`config.mk`:
```
export PLATFORM = sky130hd
export DESIGN_NAME = edge_cnt_ctrl
export DESIGN_NICKNAME = d
export VERILOG_FILES = /design/src/rtl/edge_cnt_pkg.sv /design/src/rtl/edge_cnt_ctrl_edge_detect.sv /design/src/rtl/edge_cnt_ctrl.sv
export SDC_FILE = /design/constraint.sdc
export NUM_CORES = 1
export LEC_CHECK = 0
export ABC_AREA = 0
export BUFFER_PORTS_ARGS = -buffer_cell sky130_fd_sc_hd__buf_2
export CAP_MARGIN = 15
export CORE_ASPECT_RATIO = 1.1
export CORE_UTILIZATION = 52
export DETAILED_ROUTE_END_ITERATION = 7
export GPL_TIMING_DRIVEN = 0
export PLACE_DENSITY = 0.77
export SYNTH_ARGS = -nofsm -noshare
export SYNTH_HDL_FRONTEND = slang
export SYNTH_SLANG_ARGS = --single-unit
```
`constraint.sdc`:
```
create_clock -name clk -period 2.4 [get_ports clk]
set_clock_uncertainty 0.15 [all_clocks]
set_input_delay 0.48 -clock clk [delete_from_list [all_inputs] [get_ports clk]]
set_output_delay 0.48 -clock clk [all_outputs]
set_load 0.05 [all_outputs]
```
`src/rtl/edge_cnt_pkg.sv`:
```
// edge_cnt_pkg: state encoding and default sizes shared by the edge-counting controller.
package edge_cnt_pkg;
  typedef enum logic [1:0] {IDLE = 2'd0, COUNT = 2'd1, DONE = 2'd2} state_t;
  localparam int W_DEF       = 8;
  localparam int TIMEOUT_DEF = 16;
endpackage

```
`src/rtl/edge_cnt_ctrl_edge_detect.sv`:
```
// edge_detect: two-stage input buffer with combinational rising-edge flag.
module edge_detect (
  input  logic clk,
  input  logic rst_n,
  input  logic in_i,
  output logic buff,
  output logic rise
);
  logic buff_q, buff_d, prev_q, prev_d;
  always_comb begin
    buff_d = in_i;
    prev_d = buff_q;
  end
  always_ff @(posedge clk or negedge rst_n) begin
    if (!rst_n) begin
      buff_q <= 1'b0;
      prev_q <= 1'b0;
    end else begin
      buff_q <= buff_d;
      prev_q <= prev_d;
    end
  end
  assign buff = buff_q;
  assign rise = buff_q & ~prev_q;
endmodule

```
`src/rtl/edge_cnt_ctrl.sv`:
```
// edge_cnt_ctrl: counts rising edges of a buffered input up to a latched target.
// Define EDGE_CNT_TIMEOUT_EN to end a run after TIMEOUT cycles without an edge.
module edge_cnt_ctrl
  import edge_cnt_pkg::*;
#(
  parameter int W = W_DEF
`ifdef EDGE_CNT_TIMEOUT_EN
  , parameter int TIMEOUT = TIMEOUT_DEF
`endif
) (
  input  logic         clk,
  input  logic         rst_n,
  input  logic         in,
  input  logic         start,
  input  logic         abort,
  input  logic [W-1:0] target,
  output logic         busy,
  output logic         done,
  output logic         timeout,
  output logic [W-1:0] count,
  output logic         buff
);
  state_t state_q, state_d;
  logic [W-1:0] tgt_q, tgt_d, cnt_q, cnt_d;
  logic rise;
  edge_detect u_edge_detect (.clk(clk), .rst_n(rst_n), .in_i(in), .buff(buff), .rise(rise));
`ifdef EDGE_CNT_TIMEOUT_EN
  localparam int IW = $clog2(TIMEOUT + 1);
  logic [IW-1:0] idle_q, idle_d;
  logic to_q, to_d, expired;
  // the cycle whose increment would reach TIMEOUT ends the run instead
  assign expired = (idle_q == IW'(TIMEOUT - 1));
`endif
  always_comb begin
    state_d = state_q;
    tgt_d   = tgt_q;
    cnt_d   = cnt_q;
`ifdef EDGE_CNT_TIMEOUT_EN
    idle_d  = idle_q;
    to_d    = to_q;
`endif
    case (state_q)
      IDLE: if (start) begin
        tgt_d   = target;
        cnt_d   = '0;
        state_d = (target == '0) ? DONE : COUNT;
`ifdef EDGE_CNT_TIMEOUT_EN
        idle_d  = '0;
        to_d    = 1'b0;
`endif
      end
      COUNT: if (abort) state_d = IDLE;
      else if (rise) begin
        cnt_d   = cnt_q + 1'b1;
        state_d = (cnt_d == tgt_q) ? DONE : COUNT;
`ifdef EDGE_CNT_TIMEOUT_EN
        idle_d  = '0;
      end else if (expired) begin
        state_d = DONE;
        to_d    = 1'b1;
      end else begin
        idle_d  = idle_q + 1'b1;
`endif
      end
      default: state_d = IDLE;
    endcase
  end
  always_ff @(posedge clk or negedge rst_n) begin
    if (!rst_n) begin
      state_q <= IDLE;
      tgt_q   <= '0;
      cnt_q   <= '0;
`ifdef EDGE_CNT_TIMEOUT_EN
      idle_q  <= '0;
      to_q    <= 1'b0;
`endif
    end else begin
      state_q <= state_d;
      tgt_q   <= tgt_d;
      cnt_q   <= cnt_d;
`ifdef EDGE_CNT_TIMEOUT_EN
      idle_q  <= idle_d;
      to_q    <= to_d;
`endif
    end
  end
  assign busy  = (state_q != IDLE);
  assign done  = (state_q == DONE);
  assign count = cnt_q;
`ifdef EDGE_CNT_TIMEOUT_EN
  assign timeout = to_q;
`else
  assign timeout = 1'b0;
`endif
endmodule
```
==> reports/results.tsv, run 1 <==
stage	metric	value	unit
worst_setup_path	crit_chain	ha_1, and3_1, nand3_1, xnor2_1, nor3_1, a21bo_1	
timing	worst_slack	0.496	ns
floorplanning	io_pins	25	
synthesis	synthArstFlopShare	1.00	
cts	cts_sinks	20	
floorplanning	die_height	50.3	um
synthesis	synth_edf_count	0	
synthesis	syn_avg_cell_area	8.77	um^2
timing	maxSlewViolCount	0	
final_layout	fin_cells	182	
floorplanning	dieArea	0.00231	mm^2
synthesis	syn_nets	140	
global_routing	grt_max_degree	21	
power_and_ir_drop	total_leakage_power	0.664	nW
final_layout	num-nets-final	169	
floorplanning	core_area	0.00200	mm^2
global_routing	grt_pass1_wl	3630	um
worst_setup_path	endpoint_kind	flop	
power_and_ir_drop	vdd_ir_drop_max	0.409	mV
cts	path_clk_slew	0.11	ns
worst_setup_path	path_class	flop to flop	
timing	holdWs	0.119	ns
cts	cts_buffer_depth	2	
final_layout	area_growth	17.8	%
global_routing	grt_remaining_overflow	0	
power_and_ir_drop	p_per_area	631	mW/mm^2
detailed_routing	wire_per_inst	12.0	um
detailed_routing	ant_nets	0	
timing	fmax	525	MHz
synthesis	ys.flop_type	dfrtp_1	
global_routing	grt.total_usage	0.217	
place	dp_hpwl	1650	um
place	gp_congestion	0.793	
place	post-place-cells	177	
worst_setup_path	slowest_stage	dfrtp_1	
worst_setup_path	cp-start-kind	flop	
timing	rsz0062_at_grt	false	
synthesis	synth_area	0.00110	mm^2
job	cap_violations	0	
timing	fin_crit	1.90	ns
cts	cts_tree	yes	
synthesis	synthTopCellsByArea	dfrtp_1, nand2_1, xor2_1	
timing	fin_crit_sh	0.794	
worst_setup_path	arrival	1.96	ns
worst_hold_path	hold_path.class	primary input to flop	
global_routing	grt_pass1_vias	860	
synthesis	yosysWarnings	0	
synthesis	synth.distinct_cells	35	
synthesis	synth_top_cell_area_share	0.453	
timing	hold_viol	0	
cts	insertion_delay	0.30	ns
cts	cts_resized	0	
cts	numCtsBuffers	3	
place	dp_slack	0.390	ns
outcome	status	finished, final reports clean	
synthesis	synth_cells	126	
floorplanning	die_x	46.0	um
timing	setup_tns	0	ns
synthesis	synth-seq-cells	20	
detailed_routing	dr.pass1.iters	4	
timing	setup_viol	0	
detailed_routing	drc_errors	0	
synthesis	synth_seq_area_share	0.453	
global_routing	antenna_found_initial	0	
synthesis	synthTopCellsByCount	nand2_1, dfrtp_1, o21ai_0	
final_layout	post-route-util	0.651	
floorplanning	start_util	0.553	
place	io_buffers	23	
final_layout	drive_gt1_frac	0.221	
synthesis	synth_largest_area_cell	dfrtp_1	
worst_setup_path	path_max_fanout	7	
worst_setup_path	required	2.46	ns
floorplanning	num_rows	17	
detailed_routing	num_vias	946	
detailed_routing	drt_wl_total	2190	um
detailed_routing	vias_per_cell	5.20	
worst_setup_path	crit_path_max_incr_delay	0.47	ns
cts	clockRootBuffer	clkbuf_4	
cts	post_cts_buffers	0	
final_layout	diodes	0	
detailed_routing	first_iter_violations	17	
synthesis	yosysMostFrequentCell	nand2_1	
cts	htree_num_levels	1	
[area by class of cell]
type,instances,area (um^2)
buffer,7,33.8
fill,185,698
sequential,20,500
clock buffer,4,36.3
tap,28,35.0
timing repair buffer,24,125
multi-input combinational,97,563
inverter,2,7.51
[worst paths after layout]
check | start | to | slack [ns] | cells after the start
hold reg to reg | u_edge_detect.buff$_DFF_PN0_ | u_edge_detect.prev_q$_DFF_PN0_ | 0.26 | 0
max in group asynchronous | rst_n | count[1]$_DFFE_PN0P_ | 1.28 | 2
min in group asynchronous | rst_n | count[5]$_DFFE_PN0P_ | 0.50 | 2
setup / recovery | count[0]$_DFFE_PN0P_ | state_q[1]$_DFFE_PN0P_ | 0.50 | 6
hold / removal | in | u_edge_detect.buff$_DFF_PN0_ | 0.12 | 1
setup reg to reg | count[0]$_DFFE_PN0P_ | state_q[1]$_DFFE_PN0P_ | 0.50 | 6
[routing by layer]
layer	share of wire	track usage	wire, um
met5	0	0	0
met4	0.019	0.0882	41
met3	0.022	0.0216	49
met2	0.49	0.347	1080
met1	0.47	0.292	1020
[critical path: cells and delay by family (launching register included)]
| family | cells | cell delay, ns |
|---|---|---|
| adder cells (fa/ha/maj) | 1 | 0.32 |
| AND/OR/NAND/NOR | 3 | 0.42 |
| flip-flops | 1 | 0.47 |
| XOR/XNOR | 1 | 0.25 |
| AO/OA/AOI/OAI | 1 | 0.20 |
[power by group]
group          internal [mW]  leakage (nW)  switching (mW)  total [mW]
registers              0.376         0.259          0.0378       0.414
clock network         0.0926        0.0210           0.105       0.197
logic                 0.0807         0.384           0.129       0.209
total                  0.550         0.664           0.271       0.821
[cell usage in the layout (no fill, tap or decap), drive strengths merged]
master	netlist	final
nor2	9	9
clkbuf	3	7
a21bo	1	1
conb	1	1
nor3	1	1
a311oi	1	1
nor3b	1	1
nand4bb	1	1
nand2	28	28
nand3	5	5
o31ai	4	4
o21ai	12	12
and3	3	3
buf	4	27
a21oi	1	1
nand3b	1	1
nor2b	3	3
ha	1	1
a211o	1	1
o211ai	1	1
nand2b	3	3
and2	2	2
or4	2	2
nor4	2	2
inv	2	2
dlygate4sd3	0	1
xor2	7	7
a31oi	2	2
dfrtp	20	20
o41ai	1	1
xnor2	3	3
[through the flow]
stage | total power, mW | area (um^2)
floorplan | 0.572 | 1100
global placement | 0.622 | 1250
detailed placement | 0.631 | 1250
CTS | 0.829 | 1300
global route | 0.868 | 1300
finish | 0.821 | 1300
[state kept, by name, summed over array words and instances, names as in the netlist]
register              cells
tgt_q                     8
count                     8
state_q                   2
u_edge_detect.prev_q      1
u_edge_detect.buff        1
[kinds of logic (layout without fill, tap and decap cells)]
logic type               count (synthesis)  after routing  share of synthesized area
AO/OA/AOI/OAI                           24             24                      0.137
XOR/XNOR                                10             10                     0.0793
adder cells (fa/ha/maj)                  1              1                     0.0113
buffers and inverters                    9             37                     0.0374
flip-flops                              20             20                      0.453
other                                    1              1                    0.00339
AND/OR/NAND/NOR                         61             61                      0.279
[what timing repair did]
item / CTS / global route
endpoints found under the setup margin: 0 / 0
hold buffers: 1 / 0
hold endpoints to repair: 20 / 0
Power figures use the tool's default switching activity.
==> run 2: changes to the inputs <==
--- a/config.mk
+++ b/config.mk
@@ -5,14 +5,14 @@
 export SDC_FILE = /design/constraint.sdc
 export NUM_CORES = 1
 export LEC_CHECK = 0
-export ABC_AREA = 0
+export ABC_AREA = 1
 export BUFFER_PORTS_ARGS = -buffer_cell sky130_fd_sc_hd__buf_2
 export CAP_MARGIN = 15
 export CORE_ASPECT_RATIO = 1.1
-export CORE_UTILIZATION = 52
+export CORE_UTILIZATION = 53
 export DETAILED_ROUTE_END_ITERATION = 7
 export GPL_TIMING_DRIVEN = 0
-export PLACE_DENSITY = 0.77
+export PLACE_DENSITY = 0.78
 export SYNTH_ARGS = -nofsm -noshare
 export SYNTH_HDL_FRONTEND = slang
 export SYNTH_SLANG_ARGS = --single-unit
==> constraint.sdc (replaced) <==
create_clock -name clk -period 1.9 [get_ports clk]
set_clock_uncertainty 0.15 [all_clocks]
set_input_delay 0.38 -clock clk [delete_from_list [all_inputs] [get_ports clk]]
set_output_delay 0.38 -clock clk [all_outputs]
set_load 0.05 [all_outputs]
==> run 2 against run 1 <==
Via count grew 19%. Maximum frequency grew 7.7%. Non-clock buffer count shrank 3. Core utilization grew 4.0 points. Sequential share of layout area shrank 2.8 points. Global-route usage grew 2.2 points. Routed wire length grew 13%. Critical path depth grew 6. First-iteration DRC count grew 71%. Final area grew 8.4%. Sequential cell count is the same. Largest power group is now combinational cells.
==> reports/results.tsv, run 2 <==
stage	metric	value	unit
outcome	status	finished, final reports clean	
job	cap_violations	0	
timing	fin_crit	1.77	ns
power_and_ir_drop	p_comb_frac	0.455	
floorplanning	start_util	0.567	
floorplanning	dieArea	0.00238	mm^2
detailed_routing	vias_per_cell	5.29	
final_layout	diodes	0	
detailed_routing	wl_met1	1090	um
floorplanning	die_height	51.0	um
detailed_routing	maxUsedRoutingLayer	met4	
worst_setup_path	cp-start-kind	flop	
cts	clockRootBuffer	clkbuf_4	
power_and_ir_drop	p_clk_frac	0.153	
worst_setup_path	crit_path_max_incr_delay	0.40	ns
detailed_routing	first_iter_violations	29	
cts	cts_buffer_depth	2	
power_and_ir_drop	p_per_area	1150	mW/mm^2
final_layout	num-nets-final	199	
timing	fmax	565	MHz
global_routing	grt_remaining_overflow	0	
final_layout	area_growth	21.7	%
worst_setup_path	path_class	flop to flop	
worst_setup_path	required	1.95	ns
worst_setup_path	arrival	1.82	ns
synthesis	ys.flop_type	dfrtp_1	
synthesis	synthTopCellsByCount	nand2_1, inv_1, dfrtp_1	
place	io_buffers	23	
worst_hold_path	hold_path.class	primary input to flop	
cts	htree_num_levels	1	
power_and_ir_drop	total_leakage_power	0.701	nW
detailed_routing	drc_errors	0	
cts	cts_tree	yes	
floorplanning	core_area	0.00204	mm^2
global_routing	grt_pass1_vias	1052	
synthesis	synthTopCellsByArea	dfrtp_1, nand2_1, inv_1	
synthesis	synth.distinct_cells	25	
cts	insertion_delay	0.30	ns
final_layout	drive_gt1_frac	0.299	
timing	maxSlewViolCount	0	
timing	fin_crit_sh	0.931	
detailed_routing	drt_wl_total	2490	um
power_and_ir_drop	internal_power	0.910	mW
place	dp_hpwl	1860	um
place	post-place-cells	205	
detailed_routing	ant_nets	0	
worst_setup_path	cp_num_buf_inv	1	
worst_setup_path	path_depth	12	
floorplanning	num_rows	17	
worst_setup_path	cp_common_cell	nand2_1	
synthesis	synthArstFlopShare	1.00	
timing	setup_viol	0	
synthesis	synth_top_cell_area_share	0.432	
final_layout	final_common_cell	nand2_1	
place	gp_congestion	0.911	
floorplanning	io_pins	25	
power_and_ir_drop	vdd_ir_drop_max	0.803	mV
worst_hold_path	whs_path_depth	1	
timing	hold_viol	0	
worst_setup_path	r2r_slack	0.13	ns
global_routing	grt_pass1_wl	4110	um
cts	numCtsBuffers	3	
synthesis	syn_nets	168	
worst_setup_path	endpoint_kind	flop	
final_layout	fin_cells	212	
detailed_routing	dr.pass1.iters	4	
synthesis	yosysWarnings	0	
cts	cts_sinks	20	
synthesis	synth_seq_area_share	0.432	
worst_setup_path	crit_chain	buf_4, nand2_2, nor2_4, nand2_1, nand3_1, nand3_1, nor2_2, nand3_1, nand2_1, nand2_1, nand2_1, nand2_1	
final_layout	layout_common_cells	nand2_1, buf_2, inv_1	
worst_setup_path	slowest_stage	dfrtp_2	
detailed_routing	wire_per_inst	11.7	um
worst_setup_path	path_max_fanout	6	
power_and_ir_drop	seqPwrFrac	0.392	
synthesis	synth-seq-cells	20	
power_and_ir_drop	p_sw	0.706	mW
detailed_routing	wl_met2	1210	um
global_routing	grt.total_usage	0.238	
detailed_routing	num_vias	1122	
global_routing	antenna_found_initial	0	
synthesis	syn_avg_cell_area	7.52	um^2
cts	path_clk_slew	0.11	ns
global_routing	grt_max_degree	21	
synthesis	synth_area	0.00116	mm^2
power_and_ir_drop	power	1.62	mW
power_and_ir_drop	swShare	0.437	
synthesis	yosysMostFrequentCell	nand2_1	
detailed_routing	met3_length	115	um
floorplanning	die_x	46.6	um
synthesis	synth_cells	154	
worst_setup_path	cpLargestDelayFamily	simple AND/OR/NAND/NOR gates	
synthesis	synth_largest_area_cell	dfrtp_1	
worst_setup_path	reg2regPathDepth	12	
synthesis	synth_edf_count	0	
==> run 2: cell count changes in the layout (fill, tap and decap cells not counted), moves of 4 or more <==
cell     change
inv_1       +20
nand2_1     +16
nand2_2      +4
nand3_1      +9
nor2_2       +6
o22ai_1      +4
o31ai_1      -4
xor2_1       -7
==> run 2: cells by family after synthesis <==
kind of cell             synth area share
AO/OA/AOI/OAI                       0.102
XOR/XNOR                          0.00756
adder cells (fa/ha/maj)            0.0108
buffers and inverters              0.0886
flip-flops                          0.432
other                             0.00324
AND/OR/NAND/NOR                     0.356
==> run 2: through the flow <==
step / utilization / hold slack [ns] / worst slack (ns) / instance area (um^2) / TNS, ns
after global routing: 0.691 / 0.0223 / -0.0125 / 1410 / -0.0125
after global placement: 0.642 / 0.196 / 0.0526 / 1310 / 0
after detailed placement: 0.642 / 0.203 / -0.0321 / 1310 / -0.0321
after floorplan: - / -0.0656 / 0.0214 / 1160 / 0
final: 0.691 / 0.0257 / 0.131 / 1410 / 0
after CTS: 0.673 / 0.0184 / 0.0126 / 1380 / 0
==> run 2: path summary, 6_finish.rpt <==
check | startpoint | endpoint
min in group asynchronous | rst_n | count[2]$_DFFE_PN0P_
worst max-delay path | count[1]$_DFFE_PN0P_ | state_q[0]$_DFFE_PN0P_
worst max register to register | count[1]$_DFFE_PN0P_ | state_q[0]$_DFFE_PN0P_
worst min register to register | u_edge_detect.buff$_DFF_PN0_ | u_edge_detect.prev_q$_DFF_PN0_
worst min-delay path | in | u_edge_detect.buff$_DFF_PN0_
max in group asynchronous | rst_n | count[1]$_DFFE_PN0P_
==> run 2: power groups by stage <==
stage	Clock, mW	Combinational, mW	Sequential, mW
finish	0.247	0.735	0.634
global placement	0	0.640	0.643
CTS	0.253	0.719	0.625
detailed placement	0	0.663	0.652
global route	0.272	0.821	0.652
floorplan	0	0.438	0.712
==> run 2: what timing repair did <==
item | in CTS | in global routing
setup endpoints to repair | 1 | 2
pin swaps | 0 | 5
buffers inserted | 2 | 0
resized for setup | 1 | 7
hold buffers | 1 | 0
endpoints found under the hold margin | 20 | 0
==> run 2: area by class of cell <==
| class | instances | area (um^2) |
|---|---|---|
| Buffer | 2 | 12.5 |
| Clock buffer | 4 | 36.3 |
| Fill cell | 187 | 632 |
| Inverter | 24 | 90.1 |
| Multi-Input combinational cell | 108 | 593 |
| Sequential cell | 20 | 503 |
| Tap cell | 28 | 35.0 |
| Timing Repair Buffer | 26 | 140 |
==> run 2: layer usage <==
layer  vias up  global-route usage
li1        558                   -
met1       506               0.300
met2        46               0.382
met3        12              0.0247
met4         0               0.137
met5         -                   0
==> run 2: worst register-to-register path, stage by stage, from the launching register on <==
cell,delay [ns]
dfrtp_2,0.40
buf_4,0.13
nand2_2,0.07
nor2_4,0.21
nand2_1,0.11
nand3_1,0.08
nand3_1,0.09
nor2_2,0.12
nand3_1,0.08
nand2_1,0.07
nand2_1,0.05
nand2_1,0.06
nand2_1,0.04
==> run 3: changes to the inputs <==
--- a/config.mk
+++ b/config.mk
@@ -10,6 +10,7 @@
 export CAP_MARGIN = 15
 export CORE_ASPECT_RATIO = 1.1
 export CORE_UTILIZATION = 53
+export CTS_CLUSTER_DIAMETER = 30
 export DETAILED_ROUTE_END_ITERATION = 7
 export GPL_TIMING_DRIVEN = 0
 export PLACE_DENSITY = 0.78
==> constraint.sdc (replaced) <==
create_clock -name clk -period 1.84 [get_ports clk]
set_clock_uncertainty 0.15 [all_clocks]
set_input_delay 0.368 -clock clk [delete_from_list [all_inputs] [get_ports clk]]
set_output_delay 0.368 -clock clk [all_outputs]
set_load 0.05 [all_outputs]
==> run 3 against run 2 <==
Via count down 3.0%. Sequential share of layout area about the same. Register-to-register slack worse by 0.04 ns. Worst setup slack worse by 0.044 ns. Critical path depth down 9. Clock-buffer cell count unchanged. Die area unchanged. Sequential power up 5.7%. Final area up 0.27%. Global-route usage down 0.16 points. Critical endpoint is now busy. Largest power group unchanged.
==> reports/results.tsv, run 3 (synthesized netlist as in run 2, its figures left out) <==
stage	metric	value	unit
floorplanning	die_height	51.0	um
place	io_buffers	23	
final_layout	design_area	0.00141	mm^2
timing	fin_crit	1.75	ns
floorplanning	num_rows	17	
worst_setup_path	path_class	flop to output port	
floorplanning	die_x	46.6	um
floorplanning	start_util	0.567	
cts	cts_tree	yes	
power_and_ir_drop	p_comb_frac	0.463	
worst_setup_path	r2r_end	state_q[0]$_DFFE_PN0P_	
detailed_routing	vias_per_cell	5.13	
worst_setup_path	endpoint_kind	output port	
timing	holdWs	0.0203	ns
final_layout	fin_cells	212	
final_layout	area_growth	22.0	%
worst_setup_path	r2r_slack	0.09	ns
place	post-place-cells	205	
worst_setup_path	regToRegStartpoint	count[1]$_DFFE_PN0P_	
worst_setup_path	reg2regPathDepth	13	
timing	setup_viol	0	
final_layout	drive_gt1_frac	0.315	
place	dp_hpwl	1830	um
place	gp_congestion	0.860	
worst_setup_path	crit_start	state_q[1]$_DFFE_PN0P_	
timing	fin_crit_sh	0.953	
worst_hold_path	hold_start	in	
timing	maxSlewViolCount	0	
power_and_ir_drop	swShare	0.445	
detailed_routing	num_vias	1088	
timing	fmax	571	MHz
power_and_ir_drop	internal_power	0.924	mW
global_routing	grt_pass1_wl	4040	um
final_layout	num-nets-final	199	
worst_setup_path	arrival	1.23	ns
power_and_ir_drop	total_leakage_power	0.698	nW
cts	htree_num_levels	1	
cts	insertion_delay	0.30	ns
cts	numCtsBuffers	3	
detailed_routing	ant_nets	0	
final_layout	final_common_cell	nand2_1	
worst_setup_path	required	1.32	ns
cts	cts_sinks	20	
final_layout	diodes	0	
floorplanning	core_area	0.00204	mm^2
global_routing	antenna_found_initial	0	
worst_setup_path	critical_path.endpoint	busy	
power_and_ir_drop	p_sw	0.740	mW
power_and_ir_drop	vdd_ir_drop_max	0.907	mV
power_and_ir_drop	seqPwrFrac	0.402	
worst_hold_path	hold_path.class	primary input to flop	
global_routing	grt.total_usage	0.237	
worst_setup_path	path_max_fanout	5	
detailed_routing	dr.pass1.iters	4	
worst_setup_path	cp-start-kind	flop	
power_and_ir_drop	p_clk_frac	0.134	
detailed_routing	first_iter_violations	28	
detailed_routing	drc_errors	0	
timing	rsz0062_at_grt	true	
global_routing	grt_pass1_vias	1033	
global_routing	grt_remaining_overflow	0	
final_layout	layout_common_cells	nand2_1, buf_2, inv_1	
detailed_routing	drt_wl_total	2440	um
global_routing	grt_max_degree	21	
cts	clockRootBuffer	clkbuf_4	
detailed_routing	wire_per_inst	11.5	um
power_and_ir_drop	p_per_area	1180	mW/mm^2
cts	cts_buffer_depth	2	
outcome	status	finished, final reports clean	
cts	path_clk_slew	0.11	ns
floorplanning	dieArea	0.00238	mm^2
place	place_area	0.00133	mm^2
floorplanning	io_pins	25	
job	cap_violations	0	
timing	hold_viol	0	
## run 3: critical path, stage by stage, from the launching register on
cell and delay (ns):
dfrtp_1 0.46, nor2_4 0.18, inv_1 0.08, buf_2 0.21
## run 3: metal layers
metal | part of all wire | vias up | global-route usage
met4 | 0.016 | 0 | 0.118
met2 | 0.48 | 45 | 0.387
li1 | - | 551 | -
met5 | 0 | - | 0
met3 | 0.059 | 4 | 0.0459
met1 | 0.44 | 488 | 0.286
## run 3: worst min-delay path by stage
stage          slack, ns                      endpoint  cells after the start
2_1_floorplan      -0.08          count[0]$_DFFE_PN0P_                      0
3_3_place_gp        0.18          count[3]$_DFFE_PN0P_                      1
3_5_place_dp        0.19          count[4]$_DFFE_PN0P_                      1
4_1_cts             0.02  u_edge_detect.buff$_DFF_PN0_                      1
5_1_grt             0.01  u_edge_detect.buff$_DFF_PN0_                      1
6_report            0.02  u_edge_detect.buff$_DFF_PN0_                      1
## run 3: cell type report
class	instances	area [um^2]
fill	173	628
multi-input combinational	108	606
sequential	20	504
timing repair buffer	26	140
inverter	24	90.1
tap	28	35.0
clock buffer	4	26.3
buffer	2	12.5
## run 3: metrics by stage
step | worst slack, ns | utilization | total power, mW | TNS, ns
after floorplan | 0.00613 | - | 1.21 | 0
after global placement | 0.0638 | 0.649 | 1.34 | 0
after detailed placement | 0.00982 | 0.649 | 1.38 | 0
after CTS | 0.0378 | 0.670 | 1.61 | 0
after global routing | -0.0518 | 0.692 | 1.79 | -0.0518
final | 0.0874 | 0.692 | 1.66 | 0
## run 3: power by group through the flow
stage | sequential, mW | combinational (mW) | clock (mW)
2_1_floorplan | 0.744 | 0.462 | 0
3_3_place_gp | 0.673 | 0.672 | 0
3_5_place_dp | 0.684 | 0.691 | 0
4_1_cts | 0.662 | 0.725 | 0.226
5_1_grt | 0.682 | 0.860 | 0.248
6_report | 0.670 | 0.771 | 0.224
## run 3: what timing repair did
item                                    CTS  global route
hold endpoints to repair                 20             0
endpoints found under the setup margin    1             2
pin swaps                                 0            11
setup buffers                             1             1
hold buffers                              1             0
gates resized for setup                   0            11
